--- config.mk ---
export PLATFORM = sky130hd
export DESIGN_NAME = rat
export DESIGN_NICKNAME = d
export VERILOG_FILES = /design/src/rtl/rat.sv
export SDC_FILE = /design/constraint.sdc
export NUM_CORES = 2
export LEC_CHECK = 0
export ABC_CLOCK_PERIOD_IN_PS = 3950
export CAP_MARGIN = 10
export CORE_MARGIN = 10
export CORE_UTILIZATION = 63
export DETAILED_ROUTE_END_ITERATION = 10
export GPL_TIMING_DRIVEN = 0
export PLACE_DENSITY = 0.8
export REMOVE_ABC_BUFFERS = 1
export SLEW_MARGIN = 20
export SYNTH_ARGS = -nofsm -noshare
export SYNTH_HDL_FRONTEND = slang
export SYNTH_SLANG_ARGS = --single-unit
--- constraint.sdc ---
create_clock -name clk -period 3.95 [get_ports clk]
set_input_delay 0.79 -clock clk [delete_from_list [all_inputs] [get_ports clk]]
set_output_delay 0.79 -clock clk [all_outputs]
set_load 0.02 [all_outputs]
--- src/rtl/rat.sv ---
// Register alias table with a FIFO free list of physical tags.
// Sources are looked up combinationally; a granted rename updates the map at the clock edge.
module rat #(
  parameter int ARCH_REGS = 32,
  parameter int PHYS_TAGS = 64,
  parameter int TAG_W     = 9
) (
  input  logic                         clk,
  input  logic                         reset,
  output logic                         out_of_tags,
  input  logic                         alloc_req,
  input  logic [$clog2(ARCH_REGS)-1:0] alloc_arch,
  output logic                         alloc_grant,
  output logic [TAG_W-1:0]             alloc_tag,
  output logic [TAG_W-1:0]             alloc_old_tag,
  input  logic [$clog2(ARCH_REGS)-1:0] rs1_arch,
  output logic [TAG_W-1:0]             rs1_tag,
  input  logic [$clog2(ARCH_REGS)-1:0] rs2_arch,
  output logic [TAG_W-1:0]             rs2_tag,
  input  logic                         free_req,
  input  logic [TAG_W-1:0]             free_tag,
  output logic [TAG_W-1:0]             free_count
);

  localparam int PTR_W = $clog2(PHYS_TAGS);
  localparam int CNT_W = $clog2(PHYS_TAGS + 1);

  logic [TAG_W-1:0] map_q [ARCH_REGS];
  logic [TAG_W-1:0] fl_q  [PHYS_TAGS];
  logic [PTR_W-1:0] head_q, head_d;
  logic [PTR_W-1:0] tail_q, tail_d;
  logic [CNT_W-1:0] count_q, count_d;
  logic             do_free;

  function automatic logic [PTR_W-1:0] ptr_inc(input logic [PTR_W-1:0] p);
    return (p == PTR_W'(PHYS_TAGS - 1)) ? '0 : p + 1'b1;
  endfunction

  assign out_of_tags   = (count_q == '0);
  assign alloc_grant   = alloc_req && !out_of_tags;
  assign do_free       = free_req && (count_q < CNT_W'(PHYS_TAGS));
  assign alloc_tag     = fl_q[head_q];
  assign alloc_old_tag = map_q[alloc_arch];
  assign rs1_tag       = map_q[rs1_arch];
  assign rs2_tag       = map_q[rs2_arch];
  assign free_count    = TAG_W'(count_q);

  always_comb begin
    head_d  = head_q;
    tail_d  = tail_q;
    count_d = count_q;
    if (alloc_grant) head_d = ptr_inc(head_q);
    if (do_free)     tail_d = ptr_inc(tail_q);
    case ({alloc_grant, do_free})
      2'b10:   count_d = count_q - 1'b1;
      2'b01:   count_d = count_q + 1'b1;
      default: count_d = count_q;
    endcase
  end

  // Reset also rebuilds the map and free list: a mid-run reset must restore identity.
  always_ff @(posedge clk) begin
    if (reset) begin
      for (int i = 0; i < ARCH_REGS; i++) map_q[i] <= TAG_W'(i);
      for (int i = 0; i < PHYS_TAGS; i++)
        fl_q[i] <= (i < PHYS_TAGS - ARCH_REGS) ? TAG_W'(ARCH_REGS + i) : '0;
      head_q  <= '0;
      tail_q  <= PTR_W'(PHYS_TAGS - ARCH_REGS);
      count_q <= CNT_W'(PHYS_TAGS - ARCH_REGS);
    end else begin
      if (alloc_grant) map_q[alloc_arch] <= fl_q[head_q];
      if (do_free)     fl_q[tail_q]      <= free_tag;
      head_q  <= head_d;
      tail_q  <= tail_d;
      count_q <= count_d;
    end
  end

endmodule

### After elaboration in Yosys (flattened, before gate mapping)

Memory sizes are Yosys's and may differ from the RTL's. A register that Yosys moved wholly into a read port is not among the register bits.
Cells that the tools add are included.

* register bits: 19
* bits in latches: 0
* memory bits (read-only): 0
* logic and storage cells: 40
* input port bits: 28
* bits in writable memories: 864
* output and inout port bits: 47
* memories: 2

Memories
* fl_q: depth 64, bits a word 9, read ports 1, clocked after Yosys merged registers in 1, write ports 64, line 29 `logic [TAG_W-1:0] fl_q [PHYS_TAGS];`
* map_q: depth 32, bits a word 9, read ports 3, clocked after Yosys merged registers in 0, write ports 32, line 28 `logic [TAG_W-1:0] map_q [ARCH_REGS];`

* order comparisons: 1
* bitwise gates (word level): 0
* reductions and logical operators: 7
* equal/unequal tests: 4
* div/mod/pow operators: 0
* multiplexer cells: 19
* shift-type cells: 0
* $mul: 0
* add/subtract/negate cells: 4

Operator list (count)
* 6-bit two-way mux: 5
* 9-bit two-way mux: 2
* 9-bit OR reduction: 2
* 7-bit one-hot mux with 2 select lines: 1
* 6-bit by 1-bit adder with 6-bit output (second input constant): 2
* 6-bit == test (second input constant): 2
* 1-bit two-way mux: 10
* 7-bit by 1-bit adder with 7-bit output (second input constant): 1
* 7-bit zero test: 1
* 7-bit < comparator (second input constant): 1
* 7-bit by 1-bit subtractor with 7-bit output (second input constant): 1
* 5-bit two-way mux: 1
* 2-bit by 1-bit == test with 1-bit output (second input constant): 1
* 2-bit == test (second input constant): 1
* 1-bit logical AND: 2
* 2-bit nonzero test: 1
* 1-bit zero test: 1

### Longest topological paths before layout

* depth after elaboration: 8
* gate-level depth with buffers: 11
* mapped depth without buffers: 11

### Worst setup path after synthesis

No wires, ideal clock.

* path kind: input to output
* start point: in rs1_arch[0]
* end point: out rs1_tag[0]
* arrival: 2964 ps
* path slack: 196 ps
* path buffers: 2
* stages: 5
* required time: 3160 ps
* cells stage by stage: clkbuf_1 buf_1 mux4_2 mux4_2 mux2_2

* longest elaborated chain between the ends: 1

RTL lines
* start: declaration: line 16 `input logic [$clog2(ARCH_REGS)-1:0] rs1_arch,`
* memory 32 x 9 bit
* end: declaration: line 17 `output logic [TAG_W-1:0] rs1_tag,`

Every way passes these cells.

==> qor.tcl <==
set qor(status) {finished with violations}
set qor(violations) {setup timing}
set qor(synth-edff-count) 864
set qor(total_die_area_um2) 82400
set qor(worstMarginPinSlew_ps) 1220
set qor(yosysWarningCount) 0
set qor(rows) 97
set qor(synth.yosys.seq_area_share_pct) 58.9
set qor(timing.final.setup_violations) 10
set qor(viasPerCell) 7.04
set qor(setup_tns_ps) -998
set qor(syn-instance-count) 2952
set qor(grt_antenna_before_repair) 5
set qor(numPortBuffers) 72
set qor(cts_made_buffers) 90
set qor(portion_of_the_clock_cycle_consumed_by_the_worst_path_in_the_final_layout_pct) 104
set qor(slew_headroom_pct) 18.6
set qor(synth_unique_cells) 52
set qor(final_cell_mix) {edfxtp_1, and2_1, mux4_2, nor2_1, nand2_1}
set qor(layout-drive-gt1-share_pct) 28.8
set qor(synth.top_cell.area_share_pct) 57.8
set qor(post_drt_wl_per_cell_um) 31.6
set qor(worstPathRequired_ps) 3160
set qor(powerDensity_nw_per_um2) 467
set qor(grt_pass1_vias) 28700
set qor(max_cap_violations) 0
set qor(synth_seq_cells) 889
set qor(fin_util_pct) 72.7
set qor(timing.critical_path.fanout_max) 16
set qor(top_level_ports) 75
set qor(dpl_worst_slack_ps) -874
set qor(p_leak_uw) 0.0170
set qor(cts_root_buf) {clkbuf_16}
set qor(die_height_um) 287
set qor(h-tree-depth) 3
set qor(drt_first_iter_violations) 4024
set qor(tritoncts) {yes}
set qor(worst_hold_path_type) {reg2reg}
set qor(post-route-worst-setup-slack_ps) -177
set qor(layout_commonest_cell) {edfxtp_1}
set qor(syn_avg_cell_area_um2) 15.2
set qor(core_region_area_um2) 70400
set qor(clk_path_buf_depth) 3
set qor(worst_ep_arrival_time_ps) 3340
set qor(number_of_nets_in_the_finished_design) 3034
set qor(postCtsHoldBufs) 0
set qor(layout.cell_area.non_filler_um2) 51200
set qor(route.vias.total) 28200
set qor(cp-start-kind) {flip-flop}
set qor(tritoncts_num_sinks) 889
set qor(vdd.ir_drop.worst_mv) 0.360
set qor(num_antenna_cells) 0
set qor(finalWirelength_um) 127000
set qor(insertion_delay_ps) 660
set qor(gr-total-overflow) 0
set qor(synthArstFlopShare_pct) 0
set qor(placement.cell_area_um2) 46600
set qor(die_width_um) 287
set qor(fmax_mhz) 242
set qor(rsz0062_at_grt) {yes}
set qor(number_of_iterations_in_the_first_detailed_routing_pass) 10
set qor(maximum_number_of_pins_on_one_net_before_global_route_repair) 90
set qor(detailedPlacementHpwl_um) 77900
set qor(timing.final.max_slew_violations) 0
set qor(finalHoldViolations) 0
set qor(end_kind) {primary output}
set qor(clkTransAtPathRegs_ps) 60
set qor(post_synth_instance_area_um2) 44900
set qor(remaining_drc_errors) 0
set qor(place_congestion) 0.954
set qor(ant_nets) 0
set qor(synth-main-ff-cell) {edfxtp_1}
set qor(path_class) {reg2out}
set qor(final.setup_skew_ps) 34.0
set qor(area.growth.synth_to_final_pct) 13.9
set qor(grt_pass1_wl_um) 187000
set qor(start_util_pct) 63.8
set qor(synth_top_cells_by_area) {edfxtp_1, mux4_2, and2_1, nor2_1, or3_1}
set qor(min_period_ps) 4130
set qor(grt_usage_pct) 30.7
set qor(yosys_top_cell_by_area) {edfxtp_1}
## through the flow
step | hold slack [ps] | instances | power, uW
floorplan | 455 | 2690 | 13300
global placement | 501 | 3702 | 14800
detailed placement | 510 | 3741 | 14800
CTS | 536 | 3968 | 23600
global route | 577 | 4008 | 24500
finish | 564 | 4008 | 23900
## cell type report
type | instances | area [um2]
Clock inverter | 53 | 498
Sequential cell | 889 | 26500
Clock buffer | 111 | 2400
Timing Repair Buffer | 212 | 2930
Tap cell | 940 | 1180
Multi-Input combinational cell | 1788 | 17600
Inverter | 15 | 71.3
Fill cell | 4104 | 19200
## routing by layer
layer / share of wire [%] / global-route usage [%] / vias up
met5: 0.091 / 0 / -
met4: 6.6 / 17.2 / 10
met3: 11 / 6.69 / 483
met2: 49 / 50.1 / 2116
met1: 33 / 38.1 / 14200
li1: - / - / 11400
## cells in the mapped netlist, types with 9 or more instances
cell,count
or2_2,66
mux2_2,25
a22oi_1,36
o22ai_1,9
nand2_1,123
nand4_1,13
ha_1,9
buf_2,16
nand2b_1,41
mux2i_1,9
inv_2,9
and2_1,468
dfxtp_1,25
nand3_1,22
nor2_1,326
edfxtp_1,864
buf_4,30
clkbuf_1,167
buf_1,46
or3_1,117
mux4_2,420
## power breakdown
| part | leakage, uW | switching (uW) | internal [uW] | total (uW) |
|---|---|---|---|---|
| Sequential | 0.00845 | 209 | 10600 | 10900 |
| Clock | 0.00142 | 3740 | 4750 | 8490 |
| Combinational | 0.00713 | 2440 | 2120 | 4560 |
| Total | 0.0170 | 6390 | 17500 | 23900 |
## registers in the layout (all words and copies together), names as in the netlist, named ones only
register,flops
tail_q,6
map_q,288
count_q,7
fl_q,576
head_q,6
## path summary, 6_finish.rpt
| path | slack (ps) | end | from | depth (start not counted) |
|---|---|---|---|---|
| worst min-delay path | 560 | count_q[4] | count_q[4] | 2 |
| worst max-delay path | -180 | alloc_tag[7] | flip-flop | 9 |
| worst min register to register | 560 | count_q[4] | count_q[4] | 2 |
| worst max register to register | 230 | map_q[12][8] | flip-flop | 9 |
## cell families after synthesis
family / share of synthesized area (%)
AO/OA/AOI/OAI: 1.70
XOR/XNOR: 0.215
adder cells (fa/ha/maj): 0.295
buffers and inverters: 2.69
flip-flops: 58.9
multiplexers: 21.9
other: 0.00835
AND/OR/NAND/NOR: 14.3
## critical path, cell delays in order (launching register included)
cell,delay (ps)
dfxtp_4,410
buf_12,120
buf_16,160
buf_16,200
mux4_2,550
mux4_2,540
o22a_2,310
o21ai_4,140
inv_2,60
buf_2,160
## repair_timing
action                                  in CTS  in global routing
endpoints found under the setup margin      36                 19
buffers inserted                            41                 42
pin swaps                                   11                 13
gates cloned                                22                  3
gates resized for setup                    128                 67
No activity file was read; power rests on OpenSTA's default activity.
